`config.mk`:
```
export PLATFORM = sky130hd
export DESIGN_NAME = run_sequencer
export DESIGN_NICKNAME = d
export VERILOG_FILES = /design/src/rtl/run_sequencer.sv
export SDC_FILE = /design/constraint.sdc
export NUM_CORES = 1
export LEC_CHECK = 0
export BUFFER_PORTS_ARGS = -buffer_cell sky130_fd_sc_hd__buf_2
export CAP_MARGIN = 30
export CORE_AREA = 5 5 64 66
export DETAILED_ROUTE_END_ITERATION = 8
export DIE_AREA = 0 0 69 71
export GPL_TIMING_DRIVEN = 0
export PLACE_DENSITY = 0.88
export SYNTH_ARGS = -nofsm -noshare
export SYNTH_HDL_FRONTEND = slang
export SYNTH_SLANG_ARGS = --single-unit
```
`constraint.sdc`:
```
create_clock -name clk -period 3.2 [get_ports clk]
set_input_delay 0.64 -clock clk [delete_from_list [all_inputs] [get_ports clk]]
set_output_delay 0.64 -clock clk [all_outputs]
set_load 0.05 [all_outputs]
```
`src/rtl/run_sequencer.sv`:
```
// rtl/run_sequencer.sv - start/stop sequencer: entry-point load, run with halt/abort/watchdog exit, drain, done handshake
module run_sequencer #(
  parameter int D         = 12,
  parameter int CW        = 16,
  parameter int START0    = 0,
  parameter int START1    = 256,
  parameter int START2    = 512,
  parameter int START3    = 768,
  parameter int TIMEOUT   = 65535,
  parameter int DRAIN_CYC = 2
) (
  input  logic          clk,
  input  logic          reset,
  input  logic          req,
  input  logic [1:0]    prog_sel,
  input  logic          halt,
  input  logic          abort,
  output logic          core_en,
  output logic          pc_load,
  output logic [D-1:0]  pc_start,
  output logic          busy,
  output logic          done,
  output logic          timed_out,
  output logic          aborted,
  output logic [CW-1:0] cycle_cnt
);

  typedef enum logic [2:0] {
    S_IDLE  = 3'd0,
    S_LOAD  = 3'd1,
    S_RUN   = 3'd2,
    S_DRAIN = 3'd3,
    S_DONE  = 3'd4
  } state_t;

  localparam logic [D-1:0]  ENTRY0 = D'(START0);
  localparam logic [D-1:0]  ENTRY1 = D'(START1);
  localparam logic [D-1:0]  ENTRY2 = D'(START2);
  localparam logic [D-1:0]  ENTRY3 = D'(START3);
  localparam logic [CW-1:0] WDOG   = CW'(TIMEOUT);
  localparam logic [3:0]    DRAIN  = 4'(DRAIN_CYC);

  state_t        state;
  logic [3:0]    drain_cnt;
  logic [D-1:0]  start_sel;
  logic [CW-1:0] cnt_inc;
  logic          wdog_hit;

  always_comb begin
    start_sel = ENTRY0;
    case (prog_sel)
      2'd0: start_sel = ENTRY0;
      2'd1: start_sel = ENTRY1;
      2'd2: start_sel = ENTRY2;
      2'd3: start_sel = ENTRY3;
      default: start_sel = ENTRY0;
    endcase
  end

  // TIMEOUT < 2^CW, so the increment never wraps before the watchdog fires
  assign cnt_inc  = cycle_cnt + CW'(1);
  assign wdog_hit = (cnt_inc == WDOG);

  always_ff @(posedge clk or negedge reset) begin
    if (!reset) begin
      state     <= S_IDLE;
      drain_cnt <= 4'd0;
      core_en   <= 1'b0;
      pc_load   <= 1'b0;
      pc_start  <= '0;
      busy      <= 1'b0;
      done      <= 1'b0;
      timed_out <= 1'b0;
      aborted   <= 1'b0;
      cycle_cnt <= '0;
    end else begin
      case (state)
        S_IDLE: begin
          // pc_start doubles as the latched program selection
          if (req) begin
            state     <= S_LOAD;
            pc_load   <= 1'b1;
            busy      <= 1'b1;
            pc_start  <= start_sel;
            cycle_cnt <= '0;
          end
        end

        S_LOAD: begin
          pc_load   <= 1'b0;
          timed_out <= 1'b0;
          aborted   <= 1'b0;
          if (abort) begin
            state     <= S_DRAIN;
            aborted   <= 1'b1;
            drain_cnt <= DRAIN;
          end else begin
            state   <= S_RUN;
            core_en <= 1'b1;
          end
        end

        S_RUN: begin
          cycle_cnt <= cnt_inc;
          if (abort || halt || wdog_hit) begin
            state     <= S_DRAIN;
            core_en   <= 1'b0;
            drain_cnt <= DRAIN;
          end
          // abort outranks halt, halt outranks the watchdog
          if (abort) begin
            aborted <= 1'b1;
          end else if (!halt && wdog_hit) begin
            timed_out <= 1'b1;
          end
        end

        S_DRAIN: begin
          if (drain_cnt <= 4'd1) begin
            state <= S_DONE;
            busy  <= 1'b0;
            done  <= 1'b1;
          end else begin
            drain_cnt <= drain_cnt - 4'd1;
          end
        end

        S_DONE: begin
          if (!req) begin
            state <= S_IDLE;
            done  <= 1'b0;
          end
        end

        default: begin
          state   <= S_IDLE;
          core_en <= 1'b0;
          pc_load <= 1'b0;
          busy    <= 1'b0;
          done    <= 1'b0;
        end
      endcase
    end
  end

endmodule

```
==> impl_metrics.tcl, run 1 <==
set metrics [dict create \
    status "finished clean" \
    core-area_um2 3520 \
    synth_cell_type_count 48 \
    cts_setup_buffers 0 \
    syn2layout_area_growth_pct 16.6 \
    crit_path_max_fanout 10 \
    relSlewSlack_pct 44.5 \
    clockBufferDepth 2 \
    io_buffers 29 \
    power_mw 1.99 \
    synth.area.top_cells "dfrtp_1, o21ai_0, nand2_1, buf_4, nand3_1" \
    syn_avg_cell_area_um2 8.35 \
    crit_required_ns 3.42 \
    synth_top_cell_area_share_pct 39.7 \
    synth.most_common_cell "o21ai_0" \
    cts_tree "done" \
    path_clk_slew_ns 0.11 \
    fin_crit_ns 2.62 \
    grt_setup_unrepaired "no" \
    ir_drop_mv 0.438 \
    hold_class "in2async" \
    drive_above_1_share_pct 21.8 \
    p_per_area_nw_per_um2 872 \
    ys_warn_count 0 \
    yosysTopAreaCell "dfrtp_1" \
    grt_max_degree 32 \
    die_area_um2 4900 \
    wl_per_cell_um 14.3 \
    ant_nets 0 \
    start_kind "flip-flop" \
    ios 41 \
    p_sw_share_pct 49.6 \
    place_inst 320 \
    firstDrtPassIters 4 \
    seq_area_frac_synth_pct 39.7 \
    grt-ovfl-total 0 \
    grt_pass1_vias 1847 \
    maxCapViolations 0 \
    cts_resized 0 \
    async_flop_share_pct 100 \
    clk_latency_ns 0.34 \
    fp.dieW_um 69 \
    wl_um 4680 \
    setup_slack_ns 0.579 \
    dpl.hpwl_um 3360 \
    cts_sinks 31 \
    cp-end-kind "flip-flop" \
    syn_inst 234 \
    synthFlopType "dfrtp_1" \
    num_vias 1881 \
    setup_viol 0 \
    gp_congestion 0.897 \
    fin_nets 290 \
    crit_arrival_ns 2.84 \
    pwr-share-comb_pct 54.2 \
    drt_iter0_drc 218 \
    seqPwrFrac_pct 29.2 \
    switchingPower_uw 986 \
    slowest_stage "dfrtp_1" \
    slew_viol_final 0 \
    vias_per_cell 5.73 \
    fin_tns_setup_ns 0 \
    synth_edf_count 0 \
    ys_ff_latch 31 \
    grtUsageTotal_pct 20.8 \
    ctsHoldBuffers 0 \
    placementRows 22 \
    crit_buf_inv 0 \
    worstPathCellList "ha_1, nand3_1, or3_1, a211oi_2, and4_4, o21ai_1, mux2_2" \
    grt_first_pass_wirelength_um 8360 \
    cts-htree-levels 2 \
    rrSetupSlack_ns 0.58 \
    fp.dieH_um 71 \
    antennaDiodeCount 0 \
    max_stage_delay_ns 0.52 \
    layout.cells.non_filler 328 \
    antenna_found_initial 0 \
    synthesis.area_um2 1950 \
    max_freq_ghz 0.381 \
    critical_path_class "reg2reg" \
    p_int_mw 1.00 \
    period_share_pct 81.9 \
    root_buffer "clkbuf_4" \
    power_frac_clock_pct 16.6 \
    path_delay_family "simple AND/OR/NAND/NOR gates" \
    worst_pin_slew_ns 0.826 \
    synthTopCellsByCount "o21ai_0, dfrtp_1, nand2_1, nor2_1, nand3_1" \
    skew_ns 0.0133 \
    hold_viol_final 0 \
    leakage_nw 1.03 \
    start_util_pct 55.5 \
    cts_buffers 5 \
    drcViolationCount 0 \
    pre_cts_ws_ns 0.618 \
]
[metrics by stage]
step                      util (%)  area, um^2  hold slack [ns]
final                         64.7        2280            0.325
after detailed placement      62.3        2190            0.491
after CTS                     64.7        2280            0.348
after global routing          64.7        2280            0.367
after floorplan                  -        1990            0.344
after global placement        62.3        2190            0.485
[final timing paths]
kind / cells after the start / endpoint / startpoint
max: 7 / drain_cnt[0]$_DFFE_PN0P_ / cycle_cnt[1]$_DFFE_PN0P_
min: 1 / state[2]$_DFFE_PN0P_ / reset
max reg2reg: 7 / drain_cnt[0]$_DFFE_PN0P_ / cycle_cnt[1]$_DFFE_PN0P_
min reg2reg: 2 / aborted$_DFFE_PN0P_ / aborted$_DFFE_PN0P_
max in group asynchronous: 1 / drain_cnt[3]$_DFFE_PN0P_ / reset
min in group clk: 2 / aborted$_DFFE_PN0P_ / aborted$_DFFE_PN0P_
[placed cells by master (no fill, tap or decap), types with 2 or more instances in the layout]
cell type and instances:
nor3_1 7, conb_1 10, mux2_2 3, dfrtp_1 31, xnor2_1 4, inv_1 6
a22o_1 2, nor2b_1 4, nand4_1 3, ha_1 4, nand3_1 16, a31oi_1 3
o21ai_0 32, and4_1 2, clkbuf_1 9, o41ai_1 3, o31ai_1 8, or3_1 4
buf_4 11, a21oi_1 10, a31o_2 2, clkbuf_4 5, buf_2 31, nor2_1 20
nand2_1 23
[layout make-up]
cell class,instances,area [um^2]
Timing Repair Buffer,29,145
Tap cell,48,60.1
Inverter,6,22.5
Clock inverter,2,35.0
Buffer,23,130
Sequential cell,31,776
Multi-Input combinational cell,183,1060
Fill cell,353,1240
Clock buffer,6,51.3
[power groups by stage]
stage / clock (mW) / sequential, mW / combinational (mW)
global placement: 0 / 0.581 / 1.05
global route: 0.355 / 0.600 / 1.20
detailed placement: 0 / 0.588 / 1.07
finish: 0.330 / 0.580 / 1.08
floorplan: 0 / 0.806 / 0.611
CTS: 0.335 / 0.580 / 1.08
[metal layers]
| metal | vias to the layer above | wire [um] | global-route usage (%) |
|---|---|---|---|
| met1 | 881 | 1970 | 25.5 |
| met4 | 0 | 95 | 8.46 |
| met3 | 12 | 254 | 5.97 |
| met5 | - | 0 | 0 |
| met2 | 63 | 2350 | 34.4 |
| li1 | 925 | - | - |
[cell families after synthesis]
kind of cell,share of synthesized area [%]
AO/OA/AOI/OAI,22.7
XOR/XNOR,2.24
flip-flops,39.7
AND/OR/NAND/NOR,23.0
adder cells (fa/ha/maj),2.56
other,0.192
buffers and inverters,7.81
multiplexers,1.73
[sequential cells by signal (all words and copies together) (netlist names)]
| signal | count |
|---|---|
| aborted | 1 |
| busy | 1 |
| core_en | 1 |
| cycle_cnt | 16 |
| done | 1 |
| drain_cnt | 4 |
| pc_load | 1 |
| pc_start | 2 |
| state | 3 |
| timed_out | 1 |
Power figures use the tool's default switching activity.
==> inputs of run 2 (changes only) <==
==> config.mk (replaced) <==
export PLATFORM = sky130hd
export DESIGN_NAME = run_sequencer
export DESIGN_NICKNAME = d
export VERILOG_FILES = /design/src/rtl/run_sequencer.sv
export SDC_FILE = /design/constraint.sdc
export NUM_CORES = 1
export LEC_CHECK = 0
export ABC_AREA = 1
export BUFFER_PORTS_ARGS = -buffer_cell sky130_fd_sc_hd__buf_2
export CAP_MARGIN = 30
export CORE_AREA = 5 5 70 72
export DETAILED_ROUTE_END_ITERATION = 8
export DIE_AREA = 0 0 75 77
export GPL_TIMING_DRIVEN = 0
export PLACE_DENSITY = 0.78
export SYNTH_ARGS = -nofsm -noshare
export SYNTH_HDL_FRONTEND = slang
export SYNTH_SLANG_ARGS = --single-unit
==> constraint.sdc (replaced) <==
create_clock -name clk -period 2.3 [get_ports clk]
set_input_delay 0.46 -clock clk [delete_from_list [all_inputs] [get_ports clk]]
set_output_delay 0.46 -clock clk [all_outputs]
set_load 0.05 [all_outputs]
==> run 2 against run 1 <==
Net effect:
- worst setup slack got worse by 0.25 ns
- largest cell class unchanged
- critical path type unchanged
- largest power group unchanged
- sequential share of layout area decreased by 0.28 points
- global-route usage decreased by 4.0 points
==> impl_metrics.tcl, run 2 <==
set metrics [dict create \
    yosysTopAreaCell "dfrtp_1" \
    pre_cts_ws_ns 0.329 \
    core-area_um2 4230 \
    placementRows 24 \
    synth_cell_type_count 28 \
    cts_sinks 31 \
    crit_path_max_fanout 7 \
    crit_arrival_ns 2.15 \
    synthTopCellsByCount "nand2_1, inv_1, dfrtp_1, nor2_1, nand3_1" \
    skew_ns 0.00336 \
    cts_setup_buffers 0 \
    ant_nets 0 \
    start_kind "flip-flop" \
    leakage_nw 1.17 \
    p_per_area_nw_per_um2 1190 \
    final_common_cell "nand2_1" \
    setup_viol 0 \
    setup_slack_ns 0.333 \
    grt-ovfl-total 0 \
    drive_above_1_share_pct 23.2 \
    grt.met2_usage_pct 26.0 \
    relSlewSlack_pct 52.4 \
    fp.dieW_um 75 \
    ios 41 \
    antennaDiodeCount 0 \
    synth_edf_count 0 \
    synth.most_common_cell "nand2_1" \
    maxCapViolations 0 \
    largest_reg_flops 16 \
    cts_resized 0 \
    path_clk_slew_ns 0.07 \
    gr-usage-met1_pct 22.2 \
    vias_per_cell 4.92 \
    async_flop_share_pct 100 \
    worst_pin_slew_ns 0.714 \
    ctsHoldBuffers 0 \
    synth_top_cell_area_share_pct 39.8 \
    status "finished clean" \
    clockBufferDepth 2 \
    regMostFlops "cycle_cnt" \
    grt_max_degree 32 \
    ys_ff_latch 31 \
    crit_required_ns 2.48 \
    grt_setup_unrepaired "no" \
    cp-end-kind "flip-flop" \
    drcViolationCount 0 \
    clk_latency_ns 0.28 \
    place_inst 354 \
    grt_util_met3_pct 4.05 \
    dpl.hpwl_um 3210 \
    cts-htree-levels 2 \
    period_share_pct 85.5 \
    io_buffers 30 \
    synthFlopType "dfrtp_1" \
    fin_util_pct 54.3 \
    fp.dieH_um 77 \
    seq_area_frac_synth_pct 39.8 \
    drt_iter0_drc 112 \
    num_vias 1782 \
    grt_first_pass_wirelength_um 7530 \
    firstDrtPassIters 4 \
    ir_drop_mv 0.684 \
    synthesis.area_um2 1950 \
    syn_avg_cell_area_um2 7.41 \
    slew_viol_final 0 \
    syn2layout_area_growth_pct 17.9 \
    root_buffer "clkbuf_8" \
    fillers 413 \
    fin_crit_ns 1.97 \
    max_freq_ghz 0.508 \
    layout.cells.non_filler 362 \
    cts_tree "done" \
    grt_pass1_vias 1647 \
    mostFrequentLayoutCells "nand2_1, inv_1, buf_2, dfrtp_1, nor2_1" \
    die_area_um2 5780 \
    wl_per_cell_um 11.8 \
    top_regs "cycle_cnt x16, drain_cnt x4, state x3" \
    ys_warn_count 0 \
    hold_viol_final 0 \
    fin_tns_setup_ns 0 \
    critical_path_class "reg2reg" \
    gr-max-usage-layer "met2" \
    hold_class "in2async" \
    gp_congestion 0.848 \
    syn_inst 263 \
    fin_nets 320 \
    wl_um 4280 \
    start_util_pct 46.0 \
    grtUsageTotal_pct 16.8 \
    cts_buffers 5 \
    synth.area.top_cells "dfrtp_1, nand2_1, inv_1, nand3_1, nor2_1" \
    antenna_found_initial 0 \
]
run 2: changes by cell type after synthesis, moves of 4 or more:
| cell | previous run | this run |
|---|---|---|
| nand2_2 | 0 | 7 |
| clkbuf_1 | 9 | 1 |
| o21ai_0 | 32 | 15 |
| or3_1 | 4 | 0 |
| nor2_2 | 1 | 5 |
| o31ai_1 | 8 | 0 |
| nor3_1 | 7 | 3 |
| inv_1 | 6 | 37 |
| a21oi_1 | 10 | 1 |
| nor2_4 | 0 | 6 |
| nor2b_1 | 4 | 0 |
| nand2_1 | 23 | 72 |
| nor2_1 | 20 | 24 |
| o22ai_1 | 1 | 9 |
run 2: where the power goes:
group | total (mW) | internal (mW) | switching, mW
sequential | 0.852 | 0.706 | 0.145
combinational | 1.40 | 0.386 | 1.01
clock | 0.482 | 0.273 | 0.209
run 2: logic make-up (layout without fill, tap and decap cells):
logic type	after synthesis	in the layout	synth area share [%]
XOR/XNOR	1	1	0.449
other	1	10	0.192
multiplexers	2	2	1.16
flip-flops	31	31	39.8
AND/OR/NAND/NOR	146	146	35.9
AO/OA/AOI/OAI	29	29	8.47
adder cells (fa/ha/maj)	4	4	2.57
buffers and inverters	49	87	11.4
run 2: area by class of cell:
class | count | area, um^2 | share of cell area (%)
Multi-Input combinational cell | 192 | 985 | 42.8
Sequential cell | 31 | 776 | 33.8
Timing Repair Buffer | 30 | 150 | 6.53
Clock buffer | 8 | 100 | 4.35
Buffer | 12 | 83.8 | 3.65
Tap cell | 52 | 65.1 | 2.83
Inverter | 37 | 139 | 6.04
run 2: routing by layer:
metal,vias to the layer above,part of all wire (%)
met5,-,0
met4,0,2.0
met3,8,6.9
met2,55,45
met1,808,46
li1,911,-
run 2: final timing paths:
check	start	endpoint	slack, ns	depth (start not counted)
hold reg to reg	core_en$_DFFE_PN0P_	core_en$_DFFE_PN0P_	0.47	2
min in group clk	prog_sel[0]	pc_start[8]$_DFFE_PN0P_	0.41	2
max in group asynchronous	reset	busy$_DFFE_PN0P_	1.62	1
setup / recovery	cycle_cnt[1]$_DFFE_PN0P_	drain_cnt[0]$_DFFE_PN0P_	0.33	12
hold / removal	reset	cycle_cnt[6]$_DFFE_PN0P_	0.23	1
setup reg to reg	cycle_cnt[1]$_DFFE_PN0P_	drain_cnt[0]$_DFFE_PN0P_	0.33	12
run 2: stage by stage:
step	total power, mW	instance area [um^2]	hold slack [ns]
finish	2.73	2300	0.226
global route	2.96	2300	0.280
CTS	2.75	2300	0.240
detailed placement	2.26	2200	0.457
global placement	2.23	2200	0.459
floorplan	1.94	1980	0.164
run 2: worst max-delay path: stages, from the launching register on:
cell     delay, ns
dfrtp_1       0.44
ha_1          0.24
nand3_1       0.14
nor2_1        0.24
nand3_1       0.11
nand2_1       0.07
nand2_1       0.07
nor2_2        0.15
nand3_2       0.11
nand2_4       0.12
nand2_4       0.06
nand2_1       0.06
nand2_1       0.05
